--- src/rtl/fetch_unit.sv ---
// fetch_unit: instruction fetch over a request/response imem, with a credit-limited prefetch FIFO
// and redirect handling that flushes buffered words and drops stale in-flight responses.
module fetch_unit #(
    parameter logic [31:0] RESET_ADDR = 32'h00000000,
    parameter int          FIFO_DEPTH = 4
) (
    input  logic        i_clk,
    input  logic        i_rst,
    output logic        o_imem_req_valid,
    input  logic        i_imem_req_ready,
    output logic [31:0] o_imem_req_addr,
    input  logic        i_imem_rsp_valid,
    input  logic [31:0] i_imem_rsp_data,
    input  logic        i_redirect_valid,
    input  logic [31:0] i_redirect_pc,
    output logic        o_inst_valid,
    input  logic        i_inst_ready,
    output logic [31:0] o_inst,
    output logic [31:0] o_inst_pc
);
    localparam int AW = $clog2(FIFO_DEPTH);
    localparam int CW = AW + 1;
    localparam logic [CW:0] DEPTH = (CW+1)'(FIFO_DEPTH);

    logic [31:0]   fetch_pc;
    logic [CW-1:0] inflight, drop, count;
    logic [AW-1:0] wr, rd, tw, tr;
    logic [31:0]   inst_mem [FIFO_DEPTH];
    logic [31:0]   pc_mem   [FIFO_DEPTH];
    logic [31:0]   tag_mem  [FIFO_DEPTH];
    logic          req_fire, keep, pop;

    always_comb begin
        o_imem_req_valid = !i_rst && !i_redirect_valid && ({1'b0, inflight} + {1'b0, count} < DEPTH);
        o_imem_req_addr  = {fetch_pc[31:2], 2'b00};
        req_fire         = o_imem_req_valid && i_imem_req_ready;
        keep             = !i_rst && !i_redirect_valid && i_imem_rsp_valid && drop == '0;
        o_inst_valid     = count != '0;
        pop              = o_inst_valid && i_inst_ready && !i_redirect_valid;
        o_inst           = o_inst_valid ? inst_mem[rd] : 32'h0;
        o_inst_pc        = o_inst_valid ? pc_mem[rd] : 32'h0;
    end

    // Tag queue holds only live requests; dropped responses never touch it.
    always_ff @(posedge i_clk) begin
        if (req_fire) tag_mem[tw] <= fetch_pc;
        if (keep) begin
            inst_mem[wr] <= i_imem_rsp_data;
            pc_mem[wr]   <= tag_mem[tr];
        end
    end

    always_ff @(posedge i_clk) begin
        if (i_rst) begin
            fetch_pc <= RESET_ADDR & ~32'h3;
            inflight <= '0;
            drop     <= '0;
            count    <= '0;
            wr       <= '0;
            rd       <= '0;
            tw       <= '0;
            tr       <= '0;
        end else if (i_redirect_valid) begin
            fetch_pc <= i_redirect_pc & ~32'h3;
            inflight <= inflight - CW'(i_imem_rsp_valid);
            drop     <= inflight - CW'(i_imem_rsp_valid);
            count    <= '0;
            wr       <= '0;
            rd       <= '0;
            tw       <= '0;
            tr       <= '0;
        end else begin
            if (req_fire) begin
                fetch_pc <= fetch_pc + 32'd4;
                tw       <= tw + AW'(1);
            end
            inflight <= inflight + CW'(req_fire) - CW'(i_imem_rsp_valid);
            if (i_imem_rsp_valid && drop != '0) drop <= drop - CW'(1);
            if (keep) begin
                wr <= wr + AW'(1);
                tr <= tr + AW'(1);
            end
            if (pop) rd <= rd + AW'(1);
            count <= count + CW'(keep) - CW'(pop);
        end
    end

    always_ff @(posedge i_clk) assert (i_rst || !i_imem_rsp_valid || inflight != '0);
endmodule

--- config.mk ---
export PLATFORM = sky130hd
export DESIGN_NAME = fetch_unit
export DESIGN_NICKNAME = d
export VERILOG_FILES = /design/src/rtl/fetch_unit.sv
export SDC_FILE = /design/constraint.sdc
export NUM_CORES = 1
export LEC_CHECK = 0
export ABC_AREA = 1
export CORE_AREA = 2 2 211 213
export CTS_BUF_LIST = sky130_fd_sc_hd__clkbuf_8
export DETAILED_ROUTE_END_ITERATION = 6
export DIE_AREA = 0 0 213 215
export PLACE_DENSITY = 0.65
export SLEW_MARGIN = 0
export SYNTH_ARGS = -nofsm -noshare
export SYNTH_HDL_FRONTEND = slang
export SYNTH_SLANG_ARGS = --single-unit
--- constraint.sdc ---
create_clock -name i_clk -period 6.55 [get_ports i_clk]
set_input_delay 0.9825 -clock i_clk [delete_from_list [all_inputs] [get_ports i_clk]]
set_output_delay 0.9825 -clock i_clk [all_outputs]
set_load 0.1 [all_outputs]
==> results.yml <==
run_status:
  status: "finished, final reports clean"
drt:
  post_drt_wl_per_cell_microns: 16.9
  wl_mm: 40.1
  vias: 11700
  drtAntennaViolNets: 0
  drc: 0
  dr.pass1.iters: 7
  dr.first_iter.drc_count: 906
  vias_per_cell: 4.95
clock_tree:
  cts.sinks: 419
  clk_latency_ns: 0.61
  postCtsSetupBuffers: 0
  hold_buffers: 0
  root_buffer: "clkbuf_8"
  cts_buffers: 72
  post_cts_resized: 0
  cts_max_level: 3
  cts_tree: "done"
  path_clk_slew_ns: 0.05
  clockBufferDepth: 3
yosys:
  synth.most_common_cell: "nor2_1"
  yosys.area.top_type_share: 0.639
  syn-cell-area_sq_mm: 0.0173
  ys_warn_count: 0
  synth_top_cells_by_area: "edfxtp_1 64%, nor2_1 8.2%, dfxtp_1 5.9%"
  synth_edf_count: 368
  synth.yosys.seq_area_share: 0.698
  netlist_top_cells_count: "377 x nor2_1, 368 x edfxtp_1, 202 x o21ai_0"
  synth_top_cell_by_area: "edfxtp_1"
  synth.ff_latch_count: 419
  postSynth.asyncResetShare: 0
  synthFlopType: "edfxtp_1"
  synthDistinctLibCells: 39
  synth_cells: 1561
  syn_area_per_cell_sq_um: 11.1
hold_path:
  hold_path.class: "flip-flop to flip-flop"
pwr:
  power_density_mw_per_mm2: 266
  sequentialPowerShare: 0.544
  clockPowerShare: 0.375
  p_leak_uw: 0.00721
  ir_drop_mv: 0.117
  p_sw_uw: 1360
  combPwrFrac: 0.081
  total_power_uw: 5510
  switching_share: 0.247
  internal-power_uw: 4150
floorplan:
  die_w_microns: 213
  rows: 77
  ios: 168
  core_area_sq_mm: 0.0436
  fp.dieH_microns: 215
  initial_core_util: 0.396
  design.die.area_sq_mm: 0.0458
timing:
  hold_viol: 0
  worstMarginPinSlew_ns: 1.10
  relSlewSlack: 0.268
  finalSetupViolations: 0
  rsz0062_at_grt: "no"
  fin_crit_ns: 4.94
  clock.fmax_mhz: 202
  skew_ns: 0.0233
  period_share: 0.754
  tns_ns: 0
  slew_viol_final: 0
placed_design:
  place_area_sq_mm: 0.0195
  gp_congestion: 0.878
  dpl.hpwl_mm: 22.6
  port-buffer-count: 161
global_route:
  grt_overflow: 0
  grtUsageTotal: 0.174
  grt_pass1_wl_mm: 61.7
  first_global_vias: 11400
  antenna_found_initial: 0
  grt_max_degree: 87
critical_path:
  required_ns: 5.57
  cp-end-kind: "primary output"
  cp.arrival_ns: 3.96
  critPathMaxFanout: 86
  startpoint_type: "flip-flop"
  path_class: "flip-flop to primary output"
layout:
  final_nets: 1825
  syn_to_final_growth_pct: 20.0
  insertedDiodeCount: 0
  layout-drive-gt1-share: 0.0725
  final_cell_area_sq_mm: 0.0208
run:
  cap_violations: 0
[metal layers]
metal  up-vias  share of wire  track usage
met5         -              0            0
met4         0          0.018       0.0576
met3        61          0.069       0.0357
met2       396           0.47        0.287
met1      5544           0.44        0.229
li1       5743              -            -
[power by group through the flow]
stage | clock network [uW] | logic, uW | registers [uW]
floorplan | 0 | 225 | 3120
global placement | 0 | 438 | 3050
detailed placement | 0 | 446 | 3060
CTS | 2140 | 448 | 3000
global route | 2260 | 478 | 3010
finish | 2070 | 444 | 3000
[per-stage QoR]
stage / setup WS [ns] / utilization / instances / hold WS, ns
2_1_floorplan: 1.73 / - / 1564 / 0.436
3_3_place_gp: 2.23 / 0.447 / 2252 / 0.452
3_5_place_dp: 2.19 / 0.447 / 2252 / 0.473
4_1_cts: 1.54 / 0.476 / 2372 / 0.482
5_1_grt: 1.35 / 0.476 / 2372 / 0.499
6_report: 1.61 / 0.476 / 2372 / 0.485
[logic make-up after synthesis]
family / count (synthesis) / synth area share
and+or+nand+nor: 605 / 0.140
xor gates and xnor gates: 10 / 0.00506
adders and majority gates: 21 / 0.0161
AOI/OAI and AO/OA: 333 / 0.100
DFF: 419 / 0.698
buffers and inverters: 172 / 0.0404
other: 1 / 0.000217
[final timing paths]
kind | start | end | slack [ns] | depth (start not counted)
setup / recovery | flip-flop | o_inst_pc[14] | 1.61 | 6
hold reg to reg | rd[1] | flip-flop | 0.48 | 2
hold / removal | rd[1] | flip-flop | 0.48 | 2
setup reg to reg | count[1] | count[2] | 3.83 | 9
[placed cells by master (no fill, tap or decap), types with 5 or more instances in the layout]
master and n:
dfxtp_1 49, edfxtp_1 368, o22ai_1 30, nor2_1 369, inv_1 104, clkbuf_8 73, o21ai_0 202, nand3_1 56
xnor2_1 6, ha_1 19, a21oi_1 89, clkinv_1 14, clkdlybuf4s50_1 161, nand2_1 156, inv_2 5, buf_4 15
nor2_4 5, clkinv_2 6
[critical path: stages (launching register included)]
cell and delay, ns:
dfxtp_4 0.63, buf_4 0.80, nor2_1 0.12, nor2_1 0.11
o21ai_0 0.09, a21oi_1 0.35, clkdlybuf4s50_1 1.21
[registers in the layout (all words and copies together), names as in the netlist, named ones only]
signal / flops
tag_mem: 120
wr: 2
inflight: 3
drop: 3
tr: 2
pc_mem: 120
fetch_pc: 30
rd: 2
count: 3
inst_mem: 128
tw: 2
[area by class of cell]
type | count | area, sq um
Inverter | 89 | 334
Sequential cell | 419 | 12100
Clock buffer | 73 | 1000
Fill cell | 3930 | 22900
Timing Repair Buffer | 179 | 1780
Clock inverter | 47 | 239
Tap cell | 592 | 741
Multi-Input combinational cell | 973 | 4590
Power figures use the tool's default switching activity.
